===== src/rtl/store_buffer.sv =====
// Committed-store buffer: in-order circular FIFO that merges into the youngest
// pending entry, issues dcache write requests in order and forwards to loads.
module store_buffer #(
    parameter int SBUF_LEN = 4,
    parameter int SBUF_WTH = $clog2(SBUF_LEN)
) (
    input  logic                clk_i,
    input  logic                rst_ni,
    input  logic                st_valid_i,
    output logic                st_ready_o,
    input  logic [31:0]         st_paddr_i,
    input  logic [63:0]         st_data_i,
    input  logic [7:0]          st_be_i,
    output logic                req_valid_o,
    input  logic                req_ready_i,
    output logic [31:0]         req_paddr_o,
    output logic [63:0]         req_data_o,
    output logic [7:0]          req_be_o,
    output logic [SBUF_WTH-1:0] req_idx_o,
    input  logic                rsp_valid_i,
    input  logic [SBUF_WTH-1:0] rsp_idx_i,
    input  logic [31:0]         ld_paddr_i,
    input  logic [7:0]          ld_be_i,
    output logic [63:0]         fwd_data_o,
    output logic [7:0]          fwd_be_o,
    output logic                fwd_hit_o,
    output logic                fwd_partial_o,
    output logic                empty_o,
    output logic                full_o,
    output logic                err_o
);

    typedef enum logic [1:0] {
        ENT_INVALID = 2'd0,
        ENT_PENDING = 2'd1,
        ENT_ISSUED  = 2'd2
    } ent_state_e;

    localparam logic [SBUF_WTH:0] LEN_C = (SBUF_WTH + 1)'(SBUF_LEN);

    ent_state_e          state_q [SBUF_LEN];
    logic [28:0]         addr_q  [SBUF_LEN];
    logic [63:0]         data_q  [SBUF_LEN];
    logic [7:0]          be_q    [SBUF_LEN];

    logic [SBUF_WTH-1:0] head_q;
    logic [SBUF_WTH-1:0] iss_q;
    logic [SBUF_WTH-1:0] tail_q;
    logic [SBUF_WTH:0]   count_q;
    logic                err_q;

    logic [SBUF_WTH-1:0] tail_m1;
    logic                req_fire;
    logic                merge_ok;
    logic                st_fire;
    logic                alloc;
    logic                rsp_ok;
    logic                rsp_err;
    logic [SBUF_WTH-1:0] fidx;
    logic [7:0]          fwd_cov;

    assign tail_m1  = tail_q - 1'b1;

    assign req_valid_o = (state_q[iss_q] == ENT_PENDING);
    assign req_paddr_o = {addr_q[iss_q], 3'b000};
    assign req_data_o  = data_q[iss_q];
    assign req_be_o    = be_q[iss_q];
    assign req_idx_o   = iss_q;
    assign req_fire    = req_valid_o & req_ready_i;

    // Merging is refused when the youngest entry is leaving for the dcache this
    // cycle, so a merged byte can never miss the write it belongs to.
    assign merge_ok = (count_q != '0)
                   && (state_q[tail_m1] == ENT_PENDING)
                   && (addr_q[tail_m1] == st_paddr_i[31:3])
                   && !(req_fire && (iss_q == tail_m1));

    assign st_ready_o = (count_q < LEN_C) || merge_ok;
    assign st_fire    = st_valid_i & st_ready_o;
    assign alloc      = st_fire & ~merge_ok;

    assign rsp_ok  = rsp_valid_i && (rsp_idx_i == head_q) && (state_q[head_q] == ENT_ISSUED);
    assign rsp_err = rsp_valid_i && !rsp_ok;

    // Control state. Alloc, issue and retire always target distinct entries:
    // the tail entry is INVALID, iss is PENDING and head is ISSUED.
    always_ff @(posedge clk_i or negedge rst_ni) begin
        if (!rst_ni) begin
            for (int i = 0; i < SBUF_LEN; i++) begin
                state_q[i] <= ENT_INVALID;
            end
            head_q  <= '0;
            iss_q   <= '0;
            tail_q  <= '0;
            count_q <= '0;
            err_q   <= 1'b0;
        end else begin
            if (alloc) begin
                state_q[tail_q] <= ENT_PENDING;
                tail_q          <= tail_q + 1'b1;
            end
            if (req_fire) begin
                state_q[iss_q] <= ENT_ISSUED;
                iss_q          <= iss_q + 1'b1;
            end
            if (rsp_ok) begin
                state_q[head_q] <= ENT_INVALID;
                head_q          <= head_q + 1'b1;
            end
            if (alloc && !rsp_ok) begin
                count_q <= count_q + 1'b1;
            end else if (!alloc && rsp_ok) begin
                count_q <= count_q - 1'b1;
            end
            err_q <= rsp_err;
        end
    end

    // Entry payload storage carries no reset; state_q alone decides validity.
    always_ff @(posedge clk_i) begin
        if (alloc) begin
            addr_q[tail_q] <= st_paddr_i[31:3];
            data_q[tail_q] <= st_data_i;
            be_q[tail_q]   <= st_be_i;
        end else if (st_fire) begin
            for (int b = 0; b < 8; b++) begin
                if (st_be_i[b]) begin
                    data_q[tail_m1][b*8 +: 8] <= st_data_i[b*8 +: 8];
                end
            end
            be_q[tail_m1] <= be_q[tail_m1] | st_be_i;
        end
    end

    // Walk entries oldest to youngest so the youngest matching byte wins.
    always_comb begin
        fwd_be_o   = '0;
        fwd_data_o = '0;
        fidx       = head_q;
        for (int k = 0; k < SBUF_LEN; k++) begin
            fidx = head_q + SBUF_WTH'(k);
            if ((state_q[fidx] != ENT_INVALID) && (addr_q[fidx] == ld_paddr_i[31:3])) begin
                for (int b = 0; b < 8; b++) begin
                    if (be_q[fidx][b]) begin
                        fwd_be_o[b]             = 1'b1;
                        fwd_data_o[b*8 +: 8]    = data_q[fidx][b*8 +: 8];
                    end
                end
            end
        end
    end

    assign fwd_cov       = fwd_be_o & ld_be_i;
    assign fwd_hit_o     = (ld_be_i != 8'h00) && (fwd_cov == ld_be_i);
    assign fwd_partial_o = (fwd_cov != 8'h00) && !fwd_hit_o;

    assign empty_o = (count_q == '0);
    assign full_o  = (count_q == LEN_C);
    assign err_o   = err_q;

endmodule


===== config.mk =====
export PLATFORM = sky130hd
export DESIGN_NAME = store_buffer
export DESIGN_NICKNAME = d
export VERILOG_FILES = /design/src/rtl/store_buffer.sv
export SDC_FILE = /design/constraint.sdc
export NUM_CORES = 1
export LEC_CHECK = 0
export ABC_CLOCK_PERIOD_IN_PS = 22700
export CAP_MARGIN = 15
export CORE_AREA = 2 2 256 258
export CTS_CLUSTER_DIAMETER = 60
export DETAILED_ROUTE_END_ITERATION = 12
export DIE_AREA = 0 0 258 260
export PLACE_DENSITY = 0.8
export SETUP_SLACK_MARGIN = 0.2
export SYNTH_ARGS = -nofsm -noshare
export SYNTH_HDL_FRONTEND = slang
export SYNTH_SLANG_ARGS = --single-unit
export TNS_END_PERCENT = 1

===== constraint.sdc =====
create_clock -name clk_i -period 22.7 [get_ports clk_i]
set_input_delay 5.675 -clock clk_i [delete_from_list [all_inputs] [get_ports clk_i]]
set_output_delay 5.675 -clock clk_i [all_outputs]
set_load 0.03 [all_outputs]

**Yosys cells after proc, flatten, opt, wreduce, memory -nomap -nowiden**

Memories as Yosys holds them, arrays and structs flattened.
Index checks and enable logic that the tools add are counted.

- Register bits after elaboration: 18
- Bits in writable memories: 404
- Bits of input ports: 151
- Output and inout port bits: 185
- Word-level logic and storage cells: 242
- Memories: 3

- Magnitude comparators: 11
- Bitwise gates (word level): 21
- Eq/ne operators: 12
- $add $sub $neg: 8
- Reduce and logical (&&, ||, !) cells: 34
- Mux-type cells: 144

Memory list:

| name | words | bits a word | rd ports | clocked after memory_dff | write ports | RTL line | source |
|---|---|---|---|---|---|---|---|
| data_q | 4 | 64 | 5 | 0 | 1 | 43 | `logic [63:0] data_q [SBUF_LEN];` |
| addr_q | 4 | 29 | 6 | 0 | 1 | 42 | `logic [28:0] addr_q [SBUF_LEN];` |
| be_q | 4 | 8 | 6 | 0 | 1 | 44 | `logic [7:0] be_q [SBUF_LEN];` |

Operators with widths:

| cell | number |
|---|---|
| $mux 8 | 41 |
| $mux 64 | 5 |
| $eq 29x29->1 | 5 |
| $mux 1 | 70 |
| $reduce_or 64->1 | 1 |
| $mux 2 | 17 |
| $bmux 2 s2 | 6 |
| $ge 3x3->1 const B | 7 |
| $not 2->3 | 7 |
| $logic_and 1x1->1 | 18 |
| $and 8x8->8 | 2 |
| $reduce_bool 8->1 | 2 |
| $demux 2 s2 | 3 |
| $reduce_bool 2->1 | 5 |
| $lt 3x1->1 const B | 3 |
| $and 4x4->4 | 2 |
| $eq 8x8->1 | 1 |
| $not 4->4 | 2 |
| $not 8->8 | 1 |
| $or 4x4->4 | 2 |
| $or 8x8->8 | 1 |
| $reduce_or 8->1 | 1 |
| $add 2x1->2 const B | 3 |
| $mux 3 | 2 |
| 15 further kinds | 23 |

**Depth between registers and ports, before layout**

Gate-level depths: netlist of run 1.

- Word-level depth: 18
- Depth in mapped cells: 27
- Gate-level depth less buffers: 14

**Worst setup path before layout of run 1**

No wires, ideal clock.

- Path type: input to output
- From: input port ld_paddr_i[10]
- To: output port fwd_partial_o
- Arrival: 8.787 ns
- Path buffers: 3
- Data required time: 17.025 ns
- Setup slack: 8.238 ns
- Stages on the path: 12
- Path through: clkbuf_1 xor2_1 o211ai_1 or3_1 buf_2 nor4b_2 and3_1 clkbuf_1 or4b_1 o22ai_1 nor4b_4 a31oi_1

- Word-level cells in the longest chain between the ends: 14
- Elaborated cells on any way between the ends: 42
- Those cells by class: eq/ne: 5; mux: 28; bitwise: 1; reduce/logical: 8

Ends and longest elaborated chain:

| element | RTL line | source |
|---|---|---|
| start, declared | 22 | `input logic [31:0] ld_paddr_i,` |
| $eq 29x29->1 | 142 | `if ((state_q[fidx] != ENT_INVALID) && (addr_q[fidx] == ld_paddr_i[31:3])) begin` |
| $logic_and 1x1->1 | 142 |  |
| $mux 8 | 142 |  |
| $mux 1 | 144 | `if (be_q[fidx][b]) begin` |
| $mux 8 | 142 |  |
| $mux 1 | 144 |  |
| $mux 8 | 142 |  |
| $mux 1 | 144 |  |
| $mux 8 (*) | 142 |  |
| named net fwd_be_o[7] | 25 | `output logic [7:0] fwd_be_o,` |
| $and 8x8->8 (*) | 153 | `assign fwd_cov = fwd_be_o & ld_be_i;` |
| $eq 8x8->1 (*) | 154 | `assign fwd_hit_o = (ld_be_i != 8'h00) && (fwd_cov == ld_be_i);` |
| $logic_and 1x1->1 (*) | 154 |  |
| named net fwd_hit_o | 26 | `output logic fwd_hit_o,` |
| $logic_not 1->1 (*) | 155 | `assign fwd_partial_o = (fwd_cov != 8'h00) && !fwd_hit_o;` |
| $logic_and 1x1->1 (*) | 155 |  |
| end, declared | 27 | `output logic fwd_partial_o,` |

Mark *: on every way through the listed nets, which the timed path passes. The rest lies on a longest branch.

**Worst setup path after layout of run 1**

- From: input port ld_paddr_i[16]
- To: output port fwd_hit_o

- Word-level cells in the longest chain between the ends: 12
- Elaborated cells on any way between the ends: 39
- Those cells by class: eq/ne: 5; mux: 28; bitwise: 1; reduce/logical: 5

Ends and longest elaborated chain:

| element | RTL line |
|---|---|
| $eq 29x29->1 | 142 |
| $logic_and 1x1->1 | 142 |
| $mux 8 | 142 |
| $mux 1 | 144 |
| $mux 8 | 142 |
| $mux 1 | 144 |
| $mux 8 | 142 |
| $mux 1 | 144 |
| $mux 8 (*) | 142 |
| $and 8x8->8 (*) | 153 |
| $eq 8x8->1 (*) | 154 |
| $logic_and 1x1->1 (*) | 154 |
| end, declared | 26 |

Every way passes the cells marked *; elsewhere a longest branch is shown, timed or not.

==> results.yml, run 1 <==
timing:
  fin_crit_sh_pct: 72.4
  slew-limit-headroom_pct: 23.6
  slew_violations: 0
  rsz0062_at_grt: "no"
  setup_slack_ps: 6280
  fmax_mhz: 60.9
  fin_crit_ps: 16420
  tns_ps: 0
  tightest_slew_ps: 1150
  setup_violations: 0
  final_hold_viol_count: 0
  finClkSkew_ps: 46.4
hold_path:
  min_path_type: "register to register"
floorplan:
  start_util_pct: 49.8
  fp.dieW_um: 258
  io-pin-count: 336
  core_sq_um: 64100
  row_count: 93
  die_y_um: 260
  die-area_sq_um: 67100
yosys:
  yosysTopAreaCell: "edfxtp_1"
  synth_cell_type_count: 84
  yosysWarnings: 0
  synth_top_flop_cell: "edfxtp_1"
  syn_area_sq_um: 32000
  ys_ff_latch: 422
  post-synth-top-count-cell: "mux4_2"
  async_flop_share_pct: 4.27
  seq_area_frac_synth_pct: 39.4
  netlist_instances: 2137
  yosys-top-cells-count: "mux4_2, edfxtp_1, nand2_1"
  avgSynthCellArea_sq_um: 15.0
  synth_edf_count: 404
  netlist_top_cells_area: "edfxtp_1, mux4_2, xnor2_1"
  synth.top_cell.area_share_pct: 38.0
grt:
  grt_use_met2_pct: 46.3
  grt_max_degree: 151
  grt_pass1_vias: 22700
  grtUsageMet1_pct: 36.9
  gr-total-overflow: 0
  antenna_found_initial: 12
  grt_first_pass_wirelength_um: 143000
  busiest_layer: "met2"
  met3_usage_pct: 7.54
  track_usage_pct: 28.5
placed_design:
  place_hpwl_um: 65500
  pre_cts_ws_ps: 6140
  io_buffers: 326
  gp_congestion: 0.935
  placedCellCount: 3165
clock_network:
  clockRootBuffer: "clkbuf_16"
  ctsLongestPathBuffers: 3
  cts.sinks: 422
  tritoncts: "built"
  post_cts_resized: 0
  h-tree-depth: 2
  cts_inserted_buffers: 50
  cts_setup_buffers: 0
  clkTransAtPathRegs_ps: 50
  hold_buffers: 0
  insertion_delay_ps: 630
final_layout:
  final_util_pct: 58.4
  fin_cells: 3275
  nets: 2533
  area_growth_syn_to_layout_pct: 17.1
  drive_above_1_share_pct: 28.7
setup_path:
  worst_setup_path_end_kind: "output port"
  crit_path_max_fanout: 17
  reg2reg_slack_ps: 15430
  start_kind: "input port"
  worst-endpoint-arrival_ps: 10750
  crit_type: "input port to output port"
  required_ps: 17020
route:
  drt-initial-drc-count: 3094
  drc: 0
  firstDrtPassIters: 5
  postRouteAntennaNets: 0
  num_vias: 23100
  drt-total-wl_um: 96200
  wire_per_inst_um: 29.4
  viasPerCell: 7.05
power_and_ir_drop:
  powerDensity_nw_per_um2: 137
  peakVddDrop_v: 0.000142
  p_leak_nw: 11.9
job:
  drv_cap: 0
outcome:
  status: "completed"
## final timing paths
path | start | endpoint | cells past startpoint
worst max-delay path | ld_paddr_i[16] | fwd_hit_o | 10
worst min-delay path | count_q[0]$_DFFE_PN0P_ | count_q[0]$_DFFE_PN0P_ | 1
worst max register to register | tail_q[0]$_DFFE_PN0N_ | data_q[1][51]$_DFFE_PP_ | 14
worst min register to register | count_q[0]$_DFFE_PN0P_ | count_q[0]$_DFFE_PN0P_ | 1
max in group asynchronous | rst_ni | req_idx_o[1]$_DFFE_PN0P_ | 1
min in group asynchronous | rst_ni | err_o$_DFF_PN0_ | 1
## critical path, stage by stage
cell	delay [ps]
clkdlybuf4s50_1	800
xor2_1	270
a31oi_1	120
nor4_1	770
nand4_2	670
nor3b_4	880
nand4bb_1	390
o22ai_1	170
nor4b_4	290
clkdlybuf4s50_1	710
## cell type report
class | instances | area, sq um
Clock inverter | 34 | 383
Antenna cell | 11 | 27.5
Clock buffer | 59 | 1320
Sequential cell | 422 | 12600
Timing Repair Buffer | 370 | 3650
Tap cell | 855 | 1070
Multi-Input combinational cell | 1474 | 18200
Inverter | 50 | 188
Fill cell | 4749 | 26700
## through the flow
stage / power (mW) / area, sq um / hold slack, ps
floorplan: 3.52 / 32000 / 523
global placement: 4.22 / 35600 / 539
detailed placement: 4.30 / 35600 / 571
CTS: 5.14 / 37300 / 578
global route: 5.36 / 37400 / 619
finish: 5.15 / 37400 / 575
## cell families after synthesis
| family | after synthesis | synth area share (%) |
|---|---|---|
| multiplexers | 619 | 39.3 |
| flip-flops | 422 | 39.4 |
| AND/OR/NAND/NOR | 393 | 6.93 |
| AO/OA/AOI/OAI | 294 | 5.87 |
| buffers and inverters | 243 | 3.83 |
| XOR/XNOR | 151 | 4.14 |
| adder cells (fa/ha/maj) | 14 | 0.572 |
| other | 1 | 0.0117 |
## where the power goes
part	switching [mW]	internal, mW
clock	0.341	0.488
sequential	0.194	0.979
combinational	1.60	1.55
total	2.13	3.02
## placed cells by master (no fill, tap or decap), types with 7 or more instances in the layout
master	instances
clkinv_2	10
mux4_2	502
o211ai_1	7
ha_1	11
buf_4	37
nor3b_1	30
clkdlybuf4s50_1	326
o21a_1	25
a21o_1	8
a21oi_1	82
nor2_1	57
nor3_1	17
edfxtp_1	404
xnor2_1	122
nand2_1	129
mux2_2	15
inv_1	48
o31ai_1	18
nand2b_1	17
clkbuf_16	50
dfrtp_1	13
xor2_1	29
and2_1	8
a221oi_1	8
o21ai_0	85
o22ai_1	9
nand3_1	27
a2bb2oi_1	7
nand4_1	48
nor3b_2	8
diode_2	11
mux2i_1	93
## state kept, by name (all words and copies together) (netlist names)
name and cells:
data_q 256, be_q 32, state_q 8, tail_q 2, head_q 2, req_idx_o 2
err_o 1, count_q 3, addr_q 116
## per-layer routing
| layer | vias to the layer above | wire, um |
|---|---|---|
| met5 | - | 81 |
| met4 | 12 | 3650 |
| met3 | 228 | 11600 |
| met2 | 1543 | 47000 |
| met1 | 11900 | 33800 |
| li1 | 9434 | - |
No activity file was read; power rests on OpenSTA's default activity.
==> run 2, diff against run 1 <==
ABC_CLOCK_PERIOD_IN_PS = 13600   (was 22700)
PLACE_DENSITY = 0.83   (was 0.8)
clock period = 13.6 ns   (was 22.7 ns; I/O delays follow)
==> run 2 against run 1 <==
Sequential power is 67% higher. Combinational power is 68% higher. Wire length hardly changed. Hold slack worse by 1.0 ps. Largest power group unchanged. Core utilization is 0.057 points lower. Cell count is 0.24% lower. Setup slack worse by 4600 ps. Via count is 0.28% higher. Register-to-register slack worse by 9100 ps. Non-clock buffer count is 7 lower. Global-route usage is 0.13 points lower.
==> results.yml, run 2 (same netlist as run 1, synthesis figures left out) <==
floorplan:
  fp.dieW_um: 258
  row_count: 93
  start_util_pct: 49.8
  die-area_sq_um: 67100
  die_y_um: 260
  io-pin-count: 336
  core_sq_um: 64100
timing:
  tightest_slew_ps: 1240
  finClkSkew_ps: 34.5
  final_hold_viol_count: 0
  slew_violations: 0
  tns_ps: 0
  setup_violations: 0
  fin_crit_sh_pct: 87.9
  fin_crit_ps: 11950
  slew-limit-headroom_pct: 16.9
  rsz0062_at_grt: "no"
  fmax_mhz: 83.7
route:
  viasPerCell: 7.09
  firstDrtPassIters: 5
  drt-total-wl_um: 96200
  wire_per_inst_um: 29.4
  postRouteAntennaNets: 0
  drt-initial-drc-count: 3028
  num_vias: 23200
  drc: 0
final_layout:
  layout_top_registers: "data_q (256), addr_q (116), be_q (32)"
  top_register: "data_q"
  largest_reg_flops: 256
  layout_common_cells: "mux4_2, edfxtp_1, clkdlybuf4s50_1"
  fin_cells: 3267
  mostFrequentLayoutCell: "mux4_2"
  final_area_sq_um: 37400
  drive_above_1_share_pct: 28.2
  final_util_pct: 58.3
  area_growth_syn_to_layout_pct: 17.0
  nets: 2527
  fill_cells: 4719
  register_area_sq_um: 12600
  multiInputGateArea_sq_um: 18200
hold_path:
  min_path_type: "register to register"
setup_path:
  worst_setup_path_end_kind: "output port"
  cpMaxStageDelayCell: "nor4_2"
  critPathTopFamily: "simple AND/OR/NAND/NOR gates"
  cpPeakStageDelay_ps: 1080
  worst-endpoint-arrival_ps: 8550
  crit_path_max_fanout: 9
  start_kind: "input port"
  cpMostUsedCell: "clkdlybuf4s50_1"
  required_ps: 10200
  crit_type: "input port to output port"
  path_cells: "clkdlybuf4s50_1 -> xnor2_1 -> o2111ai_1 -> nor4_2 -> nand4_1 -> nor3b_1 -> a21oi_1 -> o21a_1 -> o21ai_0 -> clkdlybuf4s50_1"
  crit_buf_inv: 2
outcome:
  status: "completed"
power_and_ir_drop:
  switching_power_mw: 3.56
  p_int_mw: 5.06
  powerDensity_nw_per_um2: 230
  power_frac_comb_pct: 61.1
  peakVddDrop_v: 0.000311
  clkPwrFrac_pct: 16.3
  total_power_mw: 8.62
  power_frac_seq_pct: 22.7
  swShare_pct: 41.3
  p_leak_nw: 11.8
placed_design:
  placedCellCount: 3163
  io_buffers: 326
  place_hpwl_um: 64800
  place_area_sq_um: 35600
  gp_congestion: 0.916
clock_network:
  hold_buffers: 0
  clkTransAtPathRegs_ps: 60
  cts_setup_buffers: 0
  tritoncts: "built"
  cts.sinks: 422
  ctsLongestPathBuffers: 3
  clockRootBuffer: "clkbuf_16"
  cts_inserted_buffers: 51
  insertion_delay_ps: 620
  post_cts_resized: 0
  h-tree-depth: 2
grt:
  track_usage_pct: 28.3
  grt_pass1_vias: 22600
  grt_first_pass_wirelength_um: 143000
  gr-total-overflow: 0
  antenna_found_initial: 14
  grt_max_degree: 149
job:
  drv_cap: 0
-- run 2: routing by layer --
metal	part of all wire, %	track usage [%]	vias to the layer above
li1	-	-	9418
met1	34	36.0	11900
met2	50	46.7	1538
met3	11	7.11	276
met4	4.6	12.0	14
met5	0.087	0	-
-- run 2: metrics by stage --
stage / hold WS (ps) / setup WS [ps]
floorplan: 523 / 3640
global placement: 541 / 1980
detailed placement: 566 / 1890
CTS: 576 / 1900
global route: 592 / 1570
finish: 574 / 1650
-- run 2: final timing paths --
| path | start | endpoint | slack (ps) | cells after the start |
|---|---|---|---|---|
| max in group asynchronous | rst_ni | req_idx_o[1]$_DFFE_PN0P_ | 9610 | 1 |
| hold reg to reg | count_q[0]$_DFFE_PN0P_ | count_q[0]$_DFFE_PN0P_ | 570 | 1 |
| setup reg to reg | tail_q[0]$_DFFE_PN0N_ | data_q[0][58]$_DFFE_PP_ | 6300 | 14 |
| min in group asynchronous | rst_ni | err_o$_DFF_PN0_ | 3320 | 1 |
| setup / recovery | ld_paddr_i[8] | fwd_data_o[13] | 1650 | 10 |
| hold / removal | count_q[0]$_DFFE_PN0P_ | count_q[0]$_DFFE_PN0P_ | 570 | 1 |
-- run 2: worst reg2reg max path, delay by kind of cell (launching register included) --
| kind | cells | cell delay [ps] |
|---|---|---|
| buffers and inverters | 3 | 1760 |
| XOR/XNOR | 1 | 410 |
| AND/OR/NAND/NOR | 7 | 2890 |
| adder cells (fa/ha/maj) | 1 | 770 |
| flip-flops | 1 | 340 |
| multiplexers | 2 | 740 |
-- run 2: final cells by class --
| cell class | instances | area share, % |
|---|---|---|
| inverter | 50 | 0.502 |
| multi-input combinational | 1474 | 48.7 |
| antenna | 10 | 0.0669 |
| sequential | 422 | 33.7 |
| timing repair buffer | 363 | 9.62 |
| tap | 855 | 2.86 |
| clock inverter | 34 | 1.01 |
| clock buffer | 59 | 3.55 |
-- run 2: power groups by stage --
stage,sequential (mW),combinational (mW),clock (mW)
after floorplan,1.78,4.10,0
after global placement,1.93,5.12,0
after detailed placement,1.97,5.21,0
after CTS,1.95,5.24,1.41
after global routing,1.98,5.52,1.46
final,1.95,5.26,1.40
==> RTL change 1, RTL diff (config.mk and constraints of run 1) <==
Set the parameter `SBUF_LEN` to 2 (it was 4).
--- a/src/rtl/store_buffer.sv
+++ b/src/rtl/store_buffer.sv
@@ -2,5 +2,5 @@
 // pending entry, issues dcache write requests in order and forwards to loads.
 module store_buffer #(
-    parameter int SBUF_LEN = 4,
+    parameter int SBUF_LEN = 2,
     parameter int SBUF_WTH = $clog2(SBUF_LEN)
 ) (
Ports: changed (resized req_idx_o and rsp_idx_i); port bits go from 336 to 334. No check against the original RTL was run, so the function may have changed too.
==> RTL change 1 against run 1 <==
  * Clock skew fell by 0.030 ns
  * Wire length fell by 54%
  * Sequential power fell by 47%
  * Area after synthesis fell by 61%
  * Power fell by 55%
  * Setup slack improved by 0.43 ns
  * Final area fell by 53%
  * Sequential cell count fell by 210
  * Highest routed layer unchanged
==> RTL change 1: results (changes against run 1) <==
{| class="wikitable"
! Metric !! Value
|-
| Result of the run || finished clean
|-
| Cell with the biggest individual delay on the critical path || nor2_2
|-
| Worst reg2reg path startpoint || tail_q$_DFFE_PN0N_
|-
| Clock insertion delay at the later pin of the skew report || 0.58 ns (-0.05 ns)
|-
| Area contributors post-synth || edfxtp_1 48%, mux2_2 9.0%, mux2i_1 8.2%, a221oi_1 7.3%, xnor2_1 5.8%
|-
| Register area share after synthesis || 50.26% (+11 points)
|-
| Share of flip-flops with an asynchronous set or reset || 4.717% (+0.45 points)
|-
| Worst-case setup slack after placement || 6.576 ns (+0.4314 ns)
|-
| Top flop regs || data_q x128, addr_q x58, be_q x16
|-
| Startpoint of the worst setup timing path || ld_paddr_i[29]
|-
| Via count of the first global-routing pass || 10250 (-55%)
|-
| Nets@finish || 1432 (-43%)
|-
| Placement Cell Area || 16600 um^2 (-53%)
|-
| Number of antenna violations at the first check in global routing || 1 (-11)
|-
| Iteration-0 DRC count of the detailed router || 811 (-74%)
|-
| Total GRT Usage || 12.71% (-16 points)
|-
| Clock root cell || clkbuf_16
|-
| Count of flip-flops with a built-in enable after synthesis || 202 (-50%)
|-
| Data arrival time of the worst path || 10.32 ns (-0.43 ns)
|-
| Proportion of layout cells with a drive suffix above 1 || 17.27% (-11 points)
|-
| Clock-pin slew on the worst setup and hold paths || roughly 0.060 ns
|-
| Average routed wire per standard cell || 20.67 um (-30%)
|-
| Worst stage delay on the critical path || 0.90 ns (+0.02 ns)
|-
| Detailed-route vias per instance || 4.606 (-35%)
|-
| Number of gates given a new drive strength after cts || 0 (unchanged)
|-
| Final HPWL DP || 32300 um (-51%)
|-
| Largest net degree at the start of global routing || 76 (-50%)
|-
| Port Buffer Count || 324 (-0.61%)
|-
| H-tree depth || 1 (-1)
|-
| Clock buffers created by TritonCTS || 30 (-40%)
|-
| Final clock skew || 0.01635 ns (-0.03008 ns)
|-
| Leading cell types by count after synthesis || 202 x edfxtp_1, 105 x a221oi_1, 103 x mux2i_1
|-
| Cell count after placement || 2103 (-34%)
|-
| Critical-path maximum fanout || 15 (-2)
|-
| Max Freq || 62.51 MHz (+2.7%)
|-
| Leakage power total || 0.005932 uW (-50%)
|-
| Net Sw Frac || 43.32% (+1.9 points)
|-
| Peak supply drop || 0.07525 mV (-47%)
|-
| Synthesized area per cell || 12.84 um^2 (-14%)
|-
| Finished Layout Cells || 2158 (-34%)
|-
| Post-synth cell types || 55 (-35%)
|-
| Placer congestion estimate || 0.7885 (-16%)
|-
| Wire length of the first global-routing pass || 64610 um (-55%)
|-
| Diodes inserted || 0 (-11)
|-
| Least-Margin Pin Slew || 1.118 ns (-0.02766 ns)
|-
| Number of fill cells in the layout || 6460 (+36%)
|}
==> RTL change 1: cell count changes in the layout (fill, tap and decap cells not counted), moves of 29 or more <==
cell	change
o21ai_0	-81
a221oi_2	+29
inv_1	-37
nand4_1	-44
a21oi_1	-63
nand2_1	-89
mux4_2	-502
a221oi_1	+97
mux2_2	+85
edfxtp_1	-202
xnor2_1	-39
==> RTL change 1: final cells by class <==
| class | count | area [um^2] | area share (%) |
|---|---|---|---|
| clock buffers | 37 | 798.3 | 4.540 |
| clock inverters | 17 | 167.7 | 0.9536 |
| inverters | 13 | 50.05 | 0.2847 |
| multi-input cells | 688 | 5834 | 33.18 |
| flip-flops and latches | 212 | 6325 | 35.97 |
| well taps | 855 | 1070 | 6.085 |
| repair buffers | 336 | 3337 | 18.98 |
==> RTL change 1: kinds of logic after synthesis <==
group           Yosys count  synth area share, %
simple gates            179                7.417
xor+xnor                 92                6.412
fa+ha+maj                 1              0.09955
buf+inv                  81                3.514
compound gates          210                15.10
other cells               1              0.02984
flops                   212                50.26
mux                     203                17.16
==> RTL change 1: path summary, 6_finish.rpt <==
path	end	slack, ns	cells past startpoint
max in group asynchronous	req_idx_o$_DFFE_PN0N_	16.89	1
max	fwd_hit_o	6.70	10
min in group asynchronous	head_q$_DFFE_PN0P_	5.44	1
min reg2reg	count_q[0]$_DFFE_PN0P_	0.53	1
max reg2reg	be_q[1][6]$_DFFE_PP_	16.44	10
min	count_q[0]$_DFFE_PN0P_	0.53	1
==> RTL change 1: worst register-to-register path, delay by kind of cell (launching register included) <==
| kind | cells | cell delay (ns) |
|---|---|---|
| AND/OR/NAND/NOR | 6 | 3.19 |
| AO/OA/AOI/OAI | 1 | 0.88 |
| flip-flops | 1 | 0.72 |
| buffers and inverters | 1 | 0.62 |
| multiplexers | 1 | 0.36 |
| XOR/XNOR | 1 | 0.10 |
==> RTL change 1: metal layers <==
metal,vias to the layer above,wire (um),GRT usage [%]
met1,4923,18470,15.66
met3,88,2988,2.661
met2,420,21470,21.49
li1,4507,-,-
met5,-,14,0
met4,2,1673,5.379
==> RTL change 1: power by group through the flow <==
stage / Sequential [uW] / Clock (uW) / Combinational (uW)
3_3_place_gp: 616 / 0 / 1230
6_report: 620 / 457 / 1240
4_1_cts: 618 / 469 / 1250
2_1_floorplan: 573 / 0 / 821
3_5_place_dp: 626 / 0 / 1240
5_1_grt: 631 / 483 / 1310
==> RTL change 1: stage by stage <==
stage	util [%]	power (uW)
after global routing	27.42	2421
after CTS	27.40	2335
after floorplan	-	1394
after global placement	25.90	1846
final	27.42	2314
after detailed placement	25.90	1865
==> RTL change 2, RTL diff (flow settings as in run 1) <==
Made on the original files. Make the reset (`rst_ni`) synchronous in one clocked block.
--- a/src/rtl/store_buffer.sv
+++ b/src/rtl/store_buffer.sv
@@ -85,5 +85,5 @@
     // Control state. Alloc, issue and retire always target distinct entries:
     // the tail entry is INVALID, iss is PENDING and head is ISSUED.
-    always_ff @(posedge clk_i or negedge rst_ni) begin
+    always_ff @(posedge clk_i) begin
         if (!rst_ni) begin
             for (int i = 0; i < SBUF_LEN; i++) begin
Function: not settled (the Yosys comparison gave no result); the edit may change what the design does.
==> RTL change 2 against run 1 <==
  * Setup slack worse by 0.38 ns
  * Wire length is 6.8% higher
  * Highest routed layer unchanged
  * Area after synthesis is 2.3% lower
  * Final area is 2.2% lower
  * Critical endpoint unchanged
  * Via count is 2.8% higher
  * Register-to-register slack better by 0.75 ns
  * Sequential cell count is 4 higher
Power is not compared: it rests on default switching activity, and its combinational part moved more than twofold at a synthesized area within 25%.
==> RTL change 2: results (changes against run 1) <==
{| class="wikitable"
! Metric !! Value
|-
| Result of the run || finished clean
|-
| Iteration-0 DRC count of the detailed router || 3370 (+8.9%)
|-
| Worst stage delay on the critical path || 1.15 ns (+0.27 ns)
|-
| Detailed-route vias per instance || 7.086 (+0.49%)
|-
| Largest net degree at the start of global routing || 77 (-49%)
|-
| Worst setup slack for register-to-register paths || 16.18 ns (+0.75 ns)
|-
| Share of flip-flops with an asynchronous set or reset || 0% (-4.3 points)
|-
| Final HPWL DP || 69880 um (+6.7%)
|-
| Multiplexer area fraction after synthesis || 36.89% (-2.4 points)
|-
| Nets@finish || 2612 (+3.1%)
|-
| Placer congestion estimate || 0.9784 (+4.7%)
|-
| Cell depth of the worst min-delay path || 2 (+1)
|-
| Cell with the biggest individual delay on the critical path || nand4_1
|-
| Via count of the first global-routing pass || 23210 (+2.1%)
|-
| Complex-gate fraction of the synthesized area || 7.731% (+1.9 points)
|-
| Register area share after synthesis || 40.25% (+0.87 points)
|-
| Count of TritonRoute iterations in the first routing pass || 6 (+1)
|-
| Worst hold path endpoint || state_q[3][1]$_SDFFE_PP0P_
|-
| Placement Cell Area || 34990 um^2 (-1.8%)
|-
| Total GRT Usage || 30.11% (+1.6 points)
|-
| Number of antenna violations at the first check in global routing || 20 (+8)
|-
| Leading cell types by count after synthesis || 412 x mux4_2, 404 x edfxtp_1, 192 x nor2_1
|-
| Class of the most critical hold timing path || flop to flop
|-
| Wire length of the first global-routing pass || 150800 um (+5.1%)
|-
| Cell family with most CP delay || compound AO/OA/AOI/OAI gates
|-
| Total routed wirelength || 102700 um (+6.8%)
|-
| Startpoint of the tightest hold check path || state_q[3][1]$_SDFFE_PP0P_
|-
| Area contributors post-synth || edfxtp_1 39%, mux4_2 30%, mux2i_1 5.3%, xnor2_1 3.4%, nor2_1 2.3%
|-
| Area share of fa/ha/maj cells after synthesis || 0.5848% (+0.013 points)
|-
| Number of fill cells in the layout || 4861 (+2.4%)
|-
| Port Buffer Count || 326 (unchanged)
|-
| Least-Margin Pin Slew || 1.202 ns (+0.05589 ns)
|-
| Data arrival time of the worst path || 11.13 ns (+0.38 ns)
|-
| Proportion of layout cells with a drive suffix above 1 || 24.27% (-4.4 points)
|-
| Area share of the leading cell type in the synthesized netlist || 38.84% (+0.87 points)
|-
| Hold Slack || 0.5245 ns (-0.05093 ns)
|-
| Worst reg2reg path startpoint || tail_q[1]$_SDFFE_PN0P_
|-
| R2R depth || 11 (-3)
|-
| Synthesized-area fraction occupied by xor and xnor cells || 3.757% (-0.38 points)
|-
| Final clock skew || 0.04736 ns (+0.0009218 ns)
|-
| Clock-pin slew on the worst setup and hold paths || around 0.06 ns
|}
==> RTL change 2: cell types whose count changed after synthesis, sizes merged, moves of 23 or more <==
cell	change
nand2	-96
buf	-23
a21oi	+53
nor3b	-34
mux2i	+75
mux4	-91
a311o	+40
inv	-28
mux2	+23
o21a	-25
nor2b	+32
clkbuf	+27
nor2	+134
==> RTL change 2: power by group through the flow <==
stage               combinational (uW)  clock [uW]  sequential, uW
floorplan                          465           0            1000
global placement                   713           0            1010
detailed placement                 721           0            1030
CTS                                726         782            1010
global route                       760         814            1020
finish                             734         778            1020
==> RTL change 2: cell type report <==
cell class / count / area, um^2 / share of cell area [%]
Antenna cell: 10 / 25.02 / 0.06834
Clock buffer: 62 / 1296 / 3.540
Clock inverter: 28 / 266.5 / 0.7278
Inverter: 24 / 90.09 / 0.2460
Multi-Input combinational cell: 1583 / 17720 / 48.38
Sequential cell: 426 / 12600 / 34.40
Tap cell: 855 / 1070 / 2.921
Timing Repair Buffer: 362 / 3557 / 9.714
==> RTL change 2: cells by family after synthesis <==
group	after synthesis
buffers and inverters	221
DFF	426
other	1
AOI/OAI and AO/OA	358
adders and majority gates	14
xor gates and xnor gates	134
and+or+nand+nor	448
muxes	626
==> RTL change 2: metrics by stage <==
stage                     total power [uW]  setup WS [ns]  std cells  utilization, %
after global placement                1727          6.107       3248           54.58
final                                 2527          5.893       3350           57.11
after CTS                             2520          6.105       3338           57.01
after global routing                  2598          5.816       3348           57.10
after detailed placement              1748          6.125       3248           54.58
after floorplan                       1465          8.025       2230               -
==> RTL change 2: routing by layer <==
metal | global-route usage (%) | up-vias | part of all wire [%]
met5 | 0 | - | 0.12
met4 | 12.36 | 18 | 4.4
met3 | 7.437 | 274 | 11
met2 | 48.45 | 1626 | 48
met1 | 39.34 | 12150 | 36
li1 | - | 9672 | -
==> RTL change 2: worst reg2reg max path: stages (launching register included) <==
cell and delay, ns:
dfxtp_1 0.46, inv_1 0.14, ha_2 0.61, buf_4 0.57, mux4_2 0.47, xnor2_1 0.57
nand4_1 0.17, nor4_1 0.52, nand3_1 0.34, nor2_2 0.93, a21oi_1 0.48, nor2_1 0.85
==> RTL change 2: worst max path at each step <==
| stage | end | slack [ns] | from |
|---|---|---|---|
| after floorplan | fwd_partial_o | 8.02 | ld_paddr_i[30] |
| after global placement | fwd_hit_o | 6.11 | ld_paddr_i[28] |
| after detailed placement | fwd_hit_o | 6.13 | ld_paddr_i[28] |
| after CTS | fwd_hit_o | 6.10 | ld_paddr_i[28] |
| after global routing | fwd_hit_o | 5.82 | ld_paddr_i[28] |
| final | fwd_hit_o | 5.89 | ld_paddr_i[28] |
